## config.mk

```make
export PLATFORM = sky130hd
export DESIGN_NAME = bcd_down_counter
export DESIGN_NICKNAME = d
export VERILOG_FILES = /design/src/rtl/bcd_down_counter.sv
export SDC_FILE = /design/constraint.sdc
export NUM_CORES = 1
export LEC_CHECK = 0
export CAP_MARGIN = 20
export CORE_MARGIN = 2
export CORE_UTILIZATION = 40
export CTS_BUF_LIST = sky130_fd_sc_hd__clkbuf_16
export CTS_CLUSTER_SIZE = 28
export DETAILED_ROUTE_END_ITERATION = 10
export PLACE_DENSITY = 0.63
export SLEW_MARGIN = 40
export SYNTH_ARGS = -nofsm -noshare
export SYNTH_HDL_FRONTEND = slang
export SYNTH_SLANG_ARGS = --single-unit
```

## constraint.sdc

```tcl
create_clock -name clk -period 3.9 [get_ports clk]
set_clock_uncertainty 0.2 [all_clocks]
set_input_delay 0.78 -clock clk [delete_from_list [all_inputs] [get_ports clk]]
set_output_delay 0.78 -clock clk [all_outputs]
set_load 0.05 [all_outputs]
```

## src/rtl/bcd_down_counter.sv

```systemverilog
// Two-digit BCD down counter with prescaled count steps, pause/resume and an
// optional reload-on-zero mode. Drives the tens/units digits of a display.
module bcd_down_counter #(
  parameter int TICK_DIV = 100000000,
  parameter bit WRAP     = 1'b0
) (
  input  logic       clk,
  input  logic       rst,
  input  logic       load,
  input  logic [3:0] start_hi,
  input  logic [3:0] start_lo,
  input  logic       run,
  output logic [3:0] bcd_hi,
  output logic [3:0] bcd_lo,
  output logic       busy,
  output logic       done
);

  localparam int PW = $clog2(TICK_DIV);
  localparam logic [PW-1:0] PRE_MAX = PW'(TICK_DIV - 1);

  typedef enum logic [1:0] {IDLE, RUN, PAUSE, DONE} state_t;

  state_t        state, state_nxt;
  logic [PW-1:0] pre;
  logic [3:0]    rel_hi, rel_lo;
  logic [3:0]    cl_hi, cl_lo;
  logic          tick, at_zero, last_step;

  assign cl_hi     = (start_hi > 4'd9) ? 4'd9 : start_hi;
  assign cl_lo     = (start_lo > 4'd9) ? 4'd9 : start_lo;
  assign at_zero   = (bcd_hi == 4'd0) && (bcd_lo == 4'd0);
  assign last_step = (bcd_hi == 4'd0) && (bcd_lo == 4'd1);
  // Dropping run pauses immediately, so a pending tick is held, not consumed.
  assign tick      = (state == RUN) && run && (pre == PRE_MAX);

  always_ff @(posedge clk or posedge rst) begin
    if (rst) state <= IDLE;
    else     state <= state_nxt;
  end

  always_comb begin
    state_nxt = state;
    if (load) state_nxt = IDLE;
    else begin
      case (state)
        IDLE:    if (run) state_nxt = at_zero ? DONE : RUN;
        RUN:     if (!run) state_nxt = PAUSE;
                 else if (tick && last_step && !WRAP) state_nxt = DONE;
        PAUSE:   if (run) state_nxt = RUN;
        default: state_nxt = state;
      endcase
    end
  end

  always_comb begin
    busy = (state == RUN) || (state == PAUSE);
  end

  always_ff @(posedge clk or posedge rst) begin
    if (rst) begin
      pre    <= '0;
      bcd_hi <= 4'd0;
      bcd_lo <= 4'd0;
      rel_hi <= 4'd0;
      rel_lo <= 4'd0;
      done   <= 1'b0;
    end else begin
      done <= 1'b0;
      if (load) begin
        pre    <= '0;
        bcd_hi <= cl_hi;
        bcd_lo <= cl_lo;
        rel_hi <= cl_hi;
        rel_lo <= cl_lo;
      end else begin
        case (state)
          IDLE: if (run && at_zero) done <= 1'b1;
          RUN: if (run) begin
            if (tick) begin
              pre <= '0;
              if (last_step) begin
                done <= 1'b1;
                // Reload skips the 00 display entirely in wrap mode.
                bcd_hi <= WRAP ? rel_hi : 4'd0;
                bcd_lo <= WRAP ? rel_lo : 4'd0;
              end else if (bcd_lo != 4'd0) begin
                bcd_lo <= bcd_lo - 4'd1;
              end else begin
                bcd_lo <= 4'd9;
                bcd_hi <= bcd_hi - 4'd1;
              end
            end else begin
              pre <= pre + PW'(1);
            end
          end
          default: ;
        endcase
      end
    end
  end

endmodule

```

==> impl_results.md, run 1 <==
- Post-synth top flop: dfrtp_1
- Ys async rst share: 100.0%
- First-pass GRT wire length: just under 9000 um
- YS warnings: 0
- Number of diodes: 0
- Worst vdd ir: around 280 uV
- Final worst-path setup slack: about 0.97 ns
- Total core area: between 5000 and 6000 um2
- Avg WL per Cell: approximately 15 um
- # setup viols final: 0
- Layout cells sized above 1: between 7 and 8%
- Vias in the first global route: about 1.9k
- H-tree Lvls: 2
- CP Class: input port to flop
- Reg clk slew, reported paths: around 0.060 ns
- Seq/Total Area, Yosys: between 40 and 50%
- Vias per cell: about 5.7
- Setup crit start kind: input port
- Routability Congestion: about 0.85
- #FFs+latches synth: 38
- Area Growth Syn to Fin: 20.48%
- Cells after synthesis: about 250
- Iteration-0 DRC count of the detailed router: 100
- Largest net degree at the start of global routing: 39
- Critical Path End: pre[24]
- Crit path buf inv count: 1
- Fmax: 341.3 MHz
- DP Area: 2571 um2
- Most frequent cells after synthesis: 38 x dfrtp_1, 30 x nor2_1, 26 x nand2_1
- Cell Area, Synth: about 2200 um2
- Design area: between 2000 and 3000 um2
- Cell Pwr Density: about 400 nW/um2
- Antenna viol nets, final: 0
- CP required: between 3 and 4 ns
- Syn_nets: between 200 and 300
- Worst hold stages: 1
- RR Endpoint: pre[24]
- Post-synth EDFFs: 0
- Cell variety after synth: 46
- FF+latch area: 950.9 um2
- Minimum setup slack after placement: between 0.6 and 0.7 ns
- R2R Setup Slk: approximately 1.2 ns
- Final period utilization: between 70% and 80%
- Final TNS setup: 0 ns
- Starting Density: 41.08%
- Levels on crit path: 6
- PortBufs: 21
- Clk sink count: 38
- CP max FO: 7
- Fin. Hold Viols: 0
- DR pass1 iterations: 4
- Final Routed Wirelength: approximately 5200 um
- Initial antenna violation count: 0
- Nets: approximately 300
- Slowest Stage Delay on Critical Path: ~0.59 ns
- Most common cell in the netlist: dfrtp_1
- Worst rel slew slack: between 60% and 70%
- Area of the multi-input gates: approximately 1200 um2
- Die Span X: 78.98 um
- DR DRC count: 0
- Cell taking the most area after synthesis: dfrtp_1
- Chip height: slightly below 80 um
- Leakage: about 1.1 nW
- Critical path startpoint: run
- Crit-path slowest cell: clkdlybuf4s50_1
- Worst Reg2Reg Path Length in Cells: 7
- FF-to-FF Start: state[1]
- Maxcap violations: 0
- Overall power: 0.001091 W
- Outcome: finished, final reports clean
- Num rows: 27
- Routed vias: just under 2k
- Post-CTS Resized: 0
- Worst-Margin Slew: about 0.6 ns
- Worst-case clock buffer depth: 2
- Largest cells by area after synthesis: dfrtp_1 42%, xor2_1 5.5%, nor2_1 5.0%
- Crit path cell chain: clkdlybuf4s50_1 -> a21oi_1 -> or3_1 -> or4_4 -> or3_1 -> a21oi_1
- Root Driver: clkbuf_16
- Total track usage: 17.65%
- Max Slew Vio Count: 0
- Dpl hpwl: between 3000 and 4000 um
- Post-CTS Repair Setup Buffers: 0
- Worst hold path type: flop to flop
- RSZ-0062 raised after global routing: false
- Critical Path Sink Type: flop
- Ports: 22
- CP top delay family: simple AND/OR/NAND/NOR gates
- Synthesized area per cell: 9.030 um2
- Remaining global-route overflow: 0
- Layout filler cell count: around 550
- Critical path arrival: 2.94 ns
- Fin crit period: roughly 3 ns
- CTS Buf Count: 5
- Post-CTS Hold Fix Bufs: 0
- Worst skew pair latency: ~0.28 ns
- CTS tree: built
- Post-synth top area share: between 40 and 50%
- Die ar.: slightly above 6000 um2
-- kinds of logic after synthesis --
group | Yosys count | share of synthesized area (%)
simple gates | 128 | 31.72
compound gates | 39 | 11.24
flops | 38 | 42.29
xor+xnor | 21 | 8.180
buf+inv | 16 | 2.671
fa+ha+maj | 7 | 3.895
-- cell type report --
class / count / area share (%)
clock buffer: 5 / 4.619
clock inverter: 3 / 0.4619
inverter: 10 / 1.386
multi-input combinational: 195 / 45.68
sequential: 38 / 35.10
tap: 72 / 3.326
timing repair buffer: 27 / 9.423
-- sequential cells by signal, indices dropped and copies added (netlist names) --
name    count
bcd_hi      4
bcd_lo      4
done        1
pre        27
state       2
-- layer usage --
layer  part of all wire (%)  global-route usage (%)
met5                      0                       0
met3                    4.1                   4.545
met2                     47                   27.71
met4                   0.83                   4.655
met1                     48                   24.31
-- report_power, final --
part	total, W	internal [W]	switching, W
logic	0.000271	0.000103	0.000168
clock network	0.000385	0.000231	0.000154
registers	0.000435	0.000414	0.0000207
total	0.00109	0.000749	0.000342
-- how the worst min path moves through the flow --
stage,from,end,slack (ns)
finish,state[0],state[0],0.33
global route,state[0],state[0],0.36
CTS,state[0],state[0],0.34
detailed placement,state[0],state[0],0.33
global placement,state[0],state[0],0.31
floorplan,state[1],state[1],0.29
-- placed cells by master, fill, tap and decap left out, types with 3 or more instances in the layout --
master / n
o21ai_0: 7
nor3_1: 6
xnor2_1: 7
and4_1: 4
or3_1: 7
dfrtp_1: 38
ha_1: 7
nor2_1: 30
clkdlybuf4s50_1: 21
a31oi_1: 5
and3_1: 3
nand4_1: 14
nand3_1: 12
nor4_1: 5
a21oi_1: 10
clkbuf_16: 5
nand2_1: 26
buf_4: 6
xor2_1: 14
nor3b_1: 4
inv_1: 11
o31ai_1: 3
-- per-stage QoR --
step                std cells  hold WS [ns]  util, %
floorplan                 249        0.2914        -
finish                    350        0.3318    49.50
CTS                       350        0.3421    49.50
global placement          342        0.3100    46.98
global route              350        0.3635    49.50
detailed placement        342        0.3294    46.98
Note: power is estimated with default switching activity, not from simulation.
==> run 2: changes to the inputs <==
--- a/config.mk
+++ b/config.mk
@@ -11,7 +11,7 @@
 export CTS_BUF_LIST = sky130_fd_sc_hd__clkbuf_16
 export CTS_CLUSTER_SIZE = 28
 export DETAILED_ROUTE_END_ITERATION = 10
-export PLACE_DENSITY = 0.63
+export PLACE_DENSITY = 0.66
 export SLEW_MARGIN = 40
 export SYNTH_ARGS = -nofsm -noshare
 export SYNTH_HDL_FRONTEND = slang
==> constraint.sdc (replaced) <==
create_clock -name clk -period 2.66 [get_ports clk]
set_clock_uncertainty 0.2 [all_clocks]
set_input_delay 0.532 -clock clk [delete_from_list [all_inputs] [get_ports clk]]
set_output_delay 0.532 -clock clk [all_outputs]
set_load 0.05 [all_outputs]
==> impl_results.md, run 2 (synthesis gave the netlist of run 1 again) <==
- First-pass GRT wire length: 9204 um (+5.1%)
- Non-Filler Instances: 364 (+4.0%)
- Vias per cell: 5.538 (-2.0%)
- Worst vdd ir: 333.1 uV (+20%)
- Ports: 22 (unchanged)
- Dpl hpwl: 3864 um (+6.1%)
- Starting Density: 41.08% (unchanged)
- Total track usage: 18.68% (+1.0 points)
- Root Driver: clkbuf_16
- Initial antenna violation count: 0 (unchanged)
- Final Routed Wirelength: 5372 um (+4.0%)
- Worst hold path type: flop to flop
- Number of diodes: 0 (unchanged)
- Fin. Hold Viols: 0 (unchanged)
- Outcome: finished, final reports clean
- Worst hold margin: 0.3331 ns (+0.001304 ns)
- Leakage: 1.192 nW (+8.6%)
- Placed cells: 356 (+4.1%)
- Commonest cells after routing, fill and taps aside: 38 x dfrtp_1, 30 x nor2_1, 26 x nand2_1
- Overall power: 0.001733 W (+59%)
- Layout cells sized above 1: 13.01% (+5.1 points)
- Num rows: 27 (unchanged)
- CTS Buf Count: 5 (unchanged)
- R2R Setup Slk: 0.27 ns (-0.97 ns)
- Post-CTS Hold Fix Bufs: 0 (unchanged)
- Max FFs per register: 27 (unchanged)
- Layout filler cell count: 497 (-10%)
- Routability Congestion: 0.8664 (+1.9%)
- Fmax: between 400 and 500 MHz
- Setup crit start kind: input port
- Final TNS setup: 0 ns (unchanged)
- CP Class: input port to flop
- Die Span X: 78.98 um (unchanged)
- Critical path arrival: 2.47 ns (-0.47 ns)
- Worst-Margin Slew: 0.5456 ns (-0.04600 ns)
- Commonest non-fill, non-tap cell in the layout: dfrtp_1
- H-tree Lvls: 2 (unchanged)
- # setup viols final: 0 (unchanged)
- Final period utilization: 92.46%
- Worst rel slew slack: 63.55% (+3.1 points)
- DR DRC count: 0 (unchanged)
- Cell Pwr Density: 606.7 nW/um2 (+51%)
- Final core utilization: 52.19% (+2.7 points)
- Worst Reg2Reg Path Length in Cells: 7 (unchanged)
- CTS tree: built
- Die ar.: 6237 um2 (unchanged)
- Worst hold stages: 1 (unchanged)
- Post-CTS Repair Setup Buffers: 0 (unchanged)
- Max Slew Vio Count: 0 (unchanged)
- Critical Path Sink Type: flop
- Worst-case clock buffer depth: 2 (unchanged)
- Reg clk slew, reported paths: 0.06 ns (about the same)
- Biggest regs: pre x27, bcd_hi x4, bcd_lo x4
- Maxcap violations: 0 (unchanged)
- RSZ-0062 raised after global routing: false
- Biggest register: pre
- Vias in the first global route: 1,925 (+1.6%)
- CP required: 2.67 ns (-1.24 ns)
- Avg WL per Cell: 14.76 um (about the same)
- Clk sink count: 38 (unchanged)
- Total core area: 5473 um2 (unchanged)
- DR pass1 iterations: 4 (unchanged)
- CP max FO: 2 (-5)
- Largest net degree at the start of global routing: 39 (unchanged)
- Chip height: 78.98 um (unchanged)
- Remaining global-route overflow: 0 (unchanged)
- PortBufs: 21 (unchanged)
- Worst skew pair latency: 0.28 ns (about the same)
- Nets: 310 (+4.7%)
- Routed vias: 2,016 (+1.9%)
- Iteration-0 DRC count of the detailed router: 78 (-22%)
- Fin crit period: 2.459 ns
- Antenna viol nets, final: 0 (unchanged)
- Area Growth Syn to Fin: 27.05%
[run 2: final cells by class]
class	count	area, um2	share of cell area [%]
multi-input combinational	195	1237	43.32
sequential	38	950.9	33.29
timing repair buffer	41	375.4	13.14
clock buffer	5	125.1	4.380
tap	72	90.09	3.154
clock inverter	3	40.04	1.402
inverter	10	37.54	1.314
[run 2: metal layers]
| layer | wire (um) | vias up | track usage, % |
|---|---|---|---|
| li1 | - | 997 | - |
| met1 | 2599 | 971 | 25.85 |
| met2 | 2509 | 41 | 29.24 |
| met3 | 198 | 7 | 4.659 |
| met4 | 65 | 0 | 5.000 |
| met5 | 0 | - | 0 |
[run 2: power breakdown]
group	leakage [nW]	switching, W	total (W)	internal, W
clock network	0.0836	0.000235	0.000674	0.000439
registers	0.512	0.0000305	0.000638	0.000607
logic	0.596	0.000253	0.000421	0.000168
total	1.19	0.000519	0.00173	0.00121
[run 2: path summary, 6_finish.rpt]
check | start | endpoint
min in group asynchronous | rst | done
max reg2reg | state[1] | pre[24]
max in group asynchronous | rst | pre[11]
min reg2reg | state[0] | state[0]
max | run | pre[24]
min | state[0] | state[0]
[run 2: timing repair]
action                     CTS  global route
hold endpoints to repair     0             0
gates resized for setup      0             1
setup endpoints to repair    0             1
[run 2: worst max-delay path: stages]
cell and delay, ns:
clkdlybuf4s50_1 0.49, a21oi_1 0.10, or3_1 0.34, or4_4 0.52
or3_1 0.32, a21oi_1 0.16
[run 2: through the flow]
stage          cell area, um2  setup WS (ns)
6_report                 2856         0.2006
5_1_grt                  2856         0.1211
2_1_floorplan            2248        0.02969
4_1_cts                  2854        0.01757
3_5_place_dp             2689       -0.07918
3_3_place_gp             2689       -0.05156
